[src/rtl/pingpong_drain_arbiter.sv]
// pingpong_drain_arbiter
//   Drains completed frames from the read bank of a ping-pong sample buffer
//   and hands each frame, atomically, to one of two consumers chosen
//   round-robin. Frames lost to a buffer swap (overrun) are flagged and
//   counted.
//
// Optional feature: define DRAIN_TIMEOUT_EN to enable a stall watchdog that
//   aborts a frame after TIMEOUT_CYCLES consecutive cycles without an
//   accepted beat.
//
// Ports:
//   clk_i, rst_i      clock, synchronous active-high reset
//   buf_ready_i       pulse: a new frame has swapped into the read bank
//   buf_data_i/valid  buffer read port; buf_rd_ready_o is its ready
//   req_i[1:0]        per-consumer frame request (level)
//   gnt_o[1:0]        one-hot grant, held for the whole frame
//   m_data_o/m_valid_o/m_last_o, m_ready_i[1:0]  stream to the granted consumer
//   busy_o            high while streaming
//   frame_drop_o      pulse per dropped or aborted frame
//   frame_count_o     completed frames (wraps)
//   drop_count_o      dropped/aborted frames (saturates at 255)
module pingpong_drain_arbiter #(
  parameter int unsigned WIDTH          = 36,
  parameter int unsigned DEPTH          = 256,
  parameter int unsigned ADDR_WIDTH     = $clog2(DEPTH),
  parameter int unsigned TIMEOUT_CYCLES = 1024
) (
  input  logic             clk_i,
  input  logic             rst_i,
  input  logic             buf_ready_i,
  input  logic [WIDTH-1:0] buf_data_i,
  input  logic             buf_valid_i,
  output logic             buf_rd_ready_o,
  input  logic [1:0]       req_i,
  output logic [1:0]       gnt_o,
  output logic [WIDTH-1:0] m_data_o,
  output logic             m_valid_o,
  output logic             m_last_o,
  input  logic [1:0]       m_ready_i,
  output logic             busy_o,
  output logic             frame_drop_o,
  output logic [15:0]      frame_count_o,
  output logic [7:0]       drop_count_o
);

  localparam int unsigned BW = ADDR_WIDTH + 1;
  localparam logic [BW-1:0] LAST_BEAT = BW'(DEPTH - 1);

  typedef enum logic [1:0] {S_IDLE, S_STREAM, S_DONE, S_ABORT} state_e;

  state_e        state_q;
  logic [1:0]    gnt_q;
  logic          pending_q;
  logic          rr_q;
  logic [BW-1:0] beat_q;
  logic [15:0]   frame_cnt_q;
  logic [7:0]    drop_cnt_q;
  logic          drop_q;

  logic          in_stream;
  logic          g_idx;
  logic          g_ready;
  logic          accept;
  logic          last_beat;
  logic          timeout;
  logic [7:0]    drop_cnt_inc;
  logic [1:0]    grant_d;

  always_comb begin
    in_stream    = (state_q == S_STREAM);
    g_idx        = gnt_q[1];
    g_ready      = m_ready_i[g_idx];
    accept       = in_stream && buf_valid_i && g_ready;
    last_beat    = (beat_q == LAST_BEAT);
    drop_cnt_inc = drop_cnt_q + 8'(drop_cnt_q != 8'hFF);
    grant_d      = '0;
    case (req_i)
      2'b01:   grant_d = 2'b01;
      2'b10:   grant_d = 2'b10;
      2'b11:   grant_d = rr_q ? 2'b10 : 2'b01;
      default: grant_d = 2'b00;
    endcase
  end

`ifdef DRAIN_TIMEOUT_EN
  localparam int unsigned SW = $clog2(TIMEOUT_CYCLES + 1);
  logic [SW-1:0] stall_q;

  always_ff @(posedge clk_i) begin
    if (rst_i || !in_stream || accept) begin
      stall_q <= '0;
    end else begin
      stall_q <= stall_q + SW'(1);
    end
  end

  // Fires on the TIMEOUT_CYCLES-th consecutive stalled cycle.
  assign timeout = in_stream && !accept && (stall_q == SW'(TIMEOUT_CYCLES - 1));
`else
  // Watchdog absent: the limit parameter is inert in this build.
  assign timeout = 1'b0 && (TIMEOUT_CYCLES != 0);
`endif

  // The stream path is purely combinational so the buffer sees the
  // consumer's ready with zero latency.
  assign m_data_o       = in_stream ? buf_data_i : '0;
  assign m_valid_o      = in_stream && buf_valid_i;
  assign m_last_o       = m_valid_o && last_beat;
  assign buf_rd_ready_o = in_stream && g_ready;
  assign busy_o         = in_stream;
  assign gnt_o          = gnt_q;
  assign frame_drop_o   = drop_q;
  assign frame_count_o  = frame_cnt_q;
  assign drop_count_o   = drop_cnt_q;

  always_ff @(posedge clk_i) begin
    if (rst_i) begin
      state_q     <= S_IDLE;
      gnt_q       <= '0;
      pending_q   <= 1'b0;
      rr_q        <= 1'b0;
      beat_q      <= '0;
      frame_cnt_q <= '0;
      drop_cnt_q  <= '0;
      drop_q      <= 1'b0;
    end else begin
      drop_q <= 1'b0;
      case (state_q)
        S_STREAM: begin
          if (accept && last_beat) begin
            // A swap coinciding with the final beat does not corrupt it.
            state_q     <= S_DONE;
            gnt_q       <= '0;
            beat_q      <= '0;
            frame_cnt_q <= frame_cnt_q + 16'd1;
            rr_q        <= ~g_idx;
            if (buf_ready_i) pending_q <= 1'b1;
          end else if (buf_ready_i || timeout) begin
            // The swap reset the buffer's read pointer: the frame in flight
            // is lost, and the bank now holds a fresh frame to drain.
            state_q    <= S_ABORT;
            gnt_q      <= '0;
            beat_q     <= '0;
            rr_q       <= ~g_idx;
            drop_q     <= 1'b1;
            drop_cnt_q <= drop_cnt_inc;
            pending_q  <= 1'b1;
          end else if (accept) begin
            beat_q <= beat_q + BW'(1);
          end
        end
        default: begin
          state_q <= S_IDLE;
          if (buf_ready_i) begin
            pending_q <= 1'b1;
            if (pending_q) begin
              drop_q     <= 1'b1;
              drop_cnt_q <= drop_cnt_inc;
            end
          end
          // Grant consumes the pending frame; overrides a same-cycle set.
          if (state_q == S_IDLE && pending_q && (req_i != 2'b00)) begin
            state_q   <= S_STREAM;
            gnt_q     <= grant_d;
            pending_q <= 1'b0;
          end
        end
      endcase
    end
  end

endmodule

[config.mk]
export PLATFORM = sky130hd
export DESIGN_NAME = pingpong_drain_arbiter
export DESIGN_NICKNAME = d
export VERILOG_FILES = /design/src/rtl/pingpong_drain_arbiter.sv
export SDC_FILE = /design/constraint.sdc
export NUM_CORES = 1
export LEC_CHECK = 0
export BUFFER_PORTS_ARGS = -buffer_cell sky130_fd_sc_hd__buf_2
export CAP_MARGIN = 20
export CORE_MARGIN = 5
export CORE_UTILIZATION = 35
export DETAILED_ROUTE_END_ITERATION = 7
export GPL_ROUTABILITY_DRIVEN = 0
export PLACE_DENSITY = 0.71
export SLEW_MARGIN = 25
export SYNTH_ARGS = -nofsm -noshare
export SYNTH_HDL_FRONTEND = slang
export SYNTH_SLANG_ARGS = --single-unit
[constraint.sdc]
create_clock -name clk_i -period 4.8 [get_ports clk_i]
set_input_delay 1.44 -clock clk_i [delete_from_list [all_inputs] [get_ports clk_i]]
set_output_delay 1.44 -clock clk_i [all_outputs]
set_load 0.01 [all_outputs]
# Yosys cells after proc, flatten, opt, wreduce, memory -nomap -nowiden
# Index checks and enable logic that the tools add are counted.
[classes]
addsub = 3
magnitude_cmp = 1
n_eq_ne = 8
muxes = 31
bitwise = 1
reduce_logical = 19
[ops]
columns = ["operator", "count"]
rows = [
  ["two-way mux 8 bit", 5],
  ["two-way mux 36 bit", 1],
  ["two-way mux 9 bit", 3],
  ["adder 16 x 1 -> 16 bit, second input constant", 1],
  ["two-way mux 2 bit", 8],
  ["two-way mux 1 bit", 13],
  ["nonzero test 2 bit", 5],
  ["adder 9 x 1 -> 9 bit, second input constant", 1],
  ["== test 9 x 8 -> 1 bit, second input constant", 1],
  ["adder 8 x 1 -> 8 bit", 1],
  ["inequality test 8 bit, second input constant", 1],
  ["AND reduction 2 bit", 4],
  ["logical AND 1 bit", 7],
  ["case mux 2 bit (3 select lines)", 1],
  ["== test 2 x 1 -> 1 bit, second input constant", 2],
  ["== test 2 bit, second input constant", 2],
  ["AND reduction 4 bit", 1],
  ["inequality test 3 x 2 -> 1 bit, second input constant", 1],
  ["nonzero test 3 bit", 1],
  ["zero test 2 bit", 1],
  ["< comparator 1 x 2 -> 1 bit, second input constant", 1],
  ["inequality test 2 bit, second input constant", 1],
  ["NOT 1 bit", 1],
]
[totals]
ff_bits = 40
in_bits = 44
word_cells = 71

# Depth between registers and ports, before layout
[depth]
ltp_word = 6
depth_mapped = 10
ltp_nobuf = 9

# Worst setup path after synthesis
# OpenSTA, ideal clock, no wires.
[synth_path]
kind = "input to output"
from = "input port buf_valid_i"
to = "output port m_last_o"
arrival_time_ns = 1.956
path_slack_ns = 1.404
path_stages = 3
n_path_buf = 1
cell_sequence = "nand4b_1 > clkbuf_1 > inv_1"
[synth_via]
elab_chain_cells = 2
[synth_lines]
columns = ["element", "line_no", "source"]
rows = [
  ["start: declaration", "32", "input logic buf_valid_i,"],
  ["logical AND 1 bit", "107", "assign m_valid_o = in_stream && buf_valid_i;"],
  ["logical AND 1 bit", "108", "assign m_last_o = m_valid_o && last_beat;"],
  ["end: declaration", "38", "output logic m_last_o,"],
]
# Every way passes these cells.

# Worst setup path in the final report
# Ends and elaborated chain as after synthesis.

==> results.md <==
- # hold bufs at CTS: 0
- Worst hold path type: flop to flop
- Post-Syn Area: 2140 µm²
- Syn_nets: 310
- Post-synth top cells: 40 x and2_1, 40 x dfxtp_1, 20 x nor2_1, 19 x a21oi_1, 15 x nand2_1
- Leakage: 1.311 nW
- Setup TNS: 0 ns
- Worst slew margin: 0.5423
- RSZ-0062 raised after global routing: false
- Fraction of the yosys area taken by sequential cells: 0.3743
- Type of the worst setup path: primary input to primary output
- Total track usage: 0.1477
- Final worst slack: 0.9991 ns
- Minimum clock period: 3.801 ns
- Initial DRC Count: 147
- Yosys top cell area share: 0.3743
- Yosys cell types: 38
- Final hold violations: 0
- Non-filler cells, final: 442
- Clock tree buffer depth: 2
- Detail Placement HPWL: 4.336 mm
- Final nets: 415
- Largest net degree at the start of global routing: 38
- First-pass GRT wire length: 9.273 mm
- Drt drc: 0
- Synth Area per Inst: 8.198 µm²
- Layout cells sized above 1: 0.3433
- Fmax: 263.1 MHz
- Antenna Violating Nets Remaining: 0
- Worst reg2reg endpoint: frame_count_o[15]
- Gr ovfl total: 0
- Crit path from: buf_valid_i
- FFs w/ async S/R, synth: 0
- Clock share of power: 0.345
- Die Ht: 88.19 µm
- Pre-CTS setup slack: 1.002 ns
- Post CTS Setup Buffer Count: 0
- WP data required: 3.36 ns
- Peak VDD IR: 144.3 µV
- Final setup vio count: 0
- Antenna diode count: 0
- Yosys top cell by area: dfxtp_1
- #FFs+latches synth: 40
- Row count: 28
- WL/cell: 12.41 µm
- R2R setup slack: 2.14 ns
- Tcrit/Tclk final: 0.7919
- Crit. End Element: primary output
- Initial DRT Pass Iterations: 4
- Width of the chip: 88.19 µm
- MaxCap Viol Count: 0
- Via count: 2212
- Power Density: 237.7 nW/µm²
- Part of the power in registers: 0.507
- Resized cells post-CTS: 0
- Slew Limit Fails: 0
- Root Driver: clkbuf_8
- Internal power component: 0.0004993 W
- IO Pins: 111
- Final WL: 5.484 mm
- P_sw: 0.0001751 W
- CP Launch Type: primary input
- Combinational share of power: 0.147
- Hold WS: 0.4609 ns
- # placed instances: 434
- Initial antenna violation count: 0
- Via count of the first global-routing pass: 2142
- Worst Tran Pin Value: 0.6844 ns
- Worst Min Path Start: beat_q[8]
- Ys Warns: 0
- CTS clk-pin slew, worst paths: 0.07 ns
- Worst r2r src: beat_q[0]
- Drt via density: 5.005
- Worst r2r path cells: 8
- Number of port buffers: 110
- Syn Inst Count: 261
- Hold Path Depth: 2
- Clk_lat worst skew: 0.29 ns
- Worst path arrival time: 2.36 ns
- Sw frac: 0.2597
- Initial Utilization: 0.3614
- WHS Endpoint: beat_q[8]
- Htree depth: 2
- Most used DFF post-synth: dfxtp_1
- Full die area: 7777 µm²
- Worst Skew: 0.007499 ns
- Area grow syn2layout: 32.63%
- CTS Buf Count: 5
- CTS tree: yes
- Crit path max fanout: 11
- Core Box Area: 5921 µm²
- Clk sinks: 40
- Top cells by area, synth: dfxtp_1 37%, and2_1 12%, or4_1 4.6%
- Status: completed
- EDFF count, synth: 0
-- sequential cells by signal, indices dropped and copies added (netlist names) --
name / cells
pending_q: 1
rr_q: 1
frame_drop_o: 1
gnt_o: 2
state_q: 2
frame_count_o: 16
drop_count_o: 8
beat_q: 9
-- through the flow --
stage                     utilization  area, µm²  total power, W
after floorplan                     -       2140       0.0004050
after global placement         0.4624       2738       0.0004493
after detailed placement       0.4624       2738       0.0004508
after CTS                      0.4782       2831       0.0006825
after global routing           0.4793       2838       0.0007104
final                          0.4793       2838       0.0006744
-- how the worst max path moves through the flow --
stage	end	slack [ns]	depth (start not counted)
floorplan	m_last_o	1.40	3
global placement	m_last_o	1.07	4
detailed placement	m_last_o	1.00	4
CTS	m_last_o	1.01	4
global route	m_last_o	0.90	4
finish	m_last_o	1.0	4
-- layout make-up --
class	instances	area, µm²
clock inverter	1	7.507
sequential	40	800.8
timing repair buffer	111	558.0
tap	75	93.84
multi-input combinational	198	1254
clock buffer	7	86.33
fill	569	3083
inverter	10	37.54
-- cell families after synthesis --
logic type / after synthesis / synth area share
buffers and inverters: 23 / 0.04386
flip-flops: 40 / 0.3743
AO/OA/AOI/OAI: 47 / 0.1339
AND/OR/NAND/NOR: 130 / 0.3468
adder cells (fa/ha/maj): 5 / 0.02924
multiplexers: 6 / 0.03099
XOR/XNOR: 10 / 0.04094
-- layout by cell type, fill, tap and decap left out, types with 3 or more instances in the layout --
cell type,synthesis,layout
xnor2_1,8,8
dfxtp_1,40,40
nor2_1,20,20
and2_1,40,40
clkbuf_8,0,6
or3_1,7,7
buf_2,0,110
nor4_1,3,3
ha_1,5,5
or4_1,13,13
nand2_1,15,15
nand4_1,5,5
o21ai_0,11,11
o31ai_1,10,10
nor2b_1,5,4
a21oi_1,19,19
mux2i_1,3,3
nand3_1,10,10
inv_1,10,10
-- power by group through the flow --
stage	Clock [W]	Sequential (W)	Combinational, W
2_1_floorplan	0	0.000350	0.0000547
3_3_place_gp	0	0.000350	0.0000995
3_5_place_dp	0	0.000350	0.000101
4_1_cts	0.000239	0.000342	0.000101
5_1_grt	0.000255	0.000343	0.000112
6_report	0.000233	0.000342	0.0000994
-- worst max-delay path, stage by stage --
cell	delay (ns)
buf_2	0.11
nand4b_1	0.37
inv_1	0.26
buf_2	0.17
-- routing by layer --
layer	track usage	vias to the layer above	wire, µm
li1	-	1139	-
met1	0.1769	974	2349
met2	0.2488	93	2542
met3	0.04516	6	504
met4	0.05357	0	88
met5	0	-	0
No activity file was read; power rests on OpenSTA's default activity.
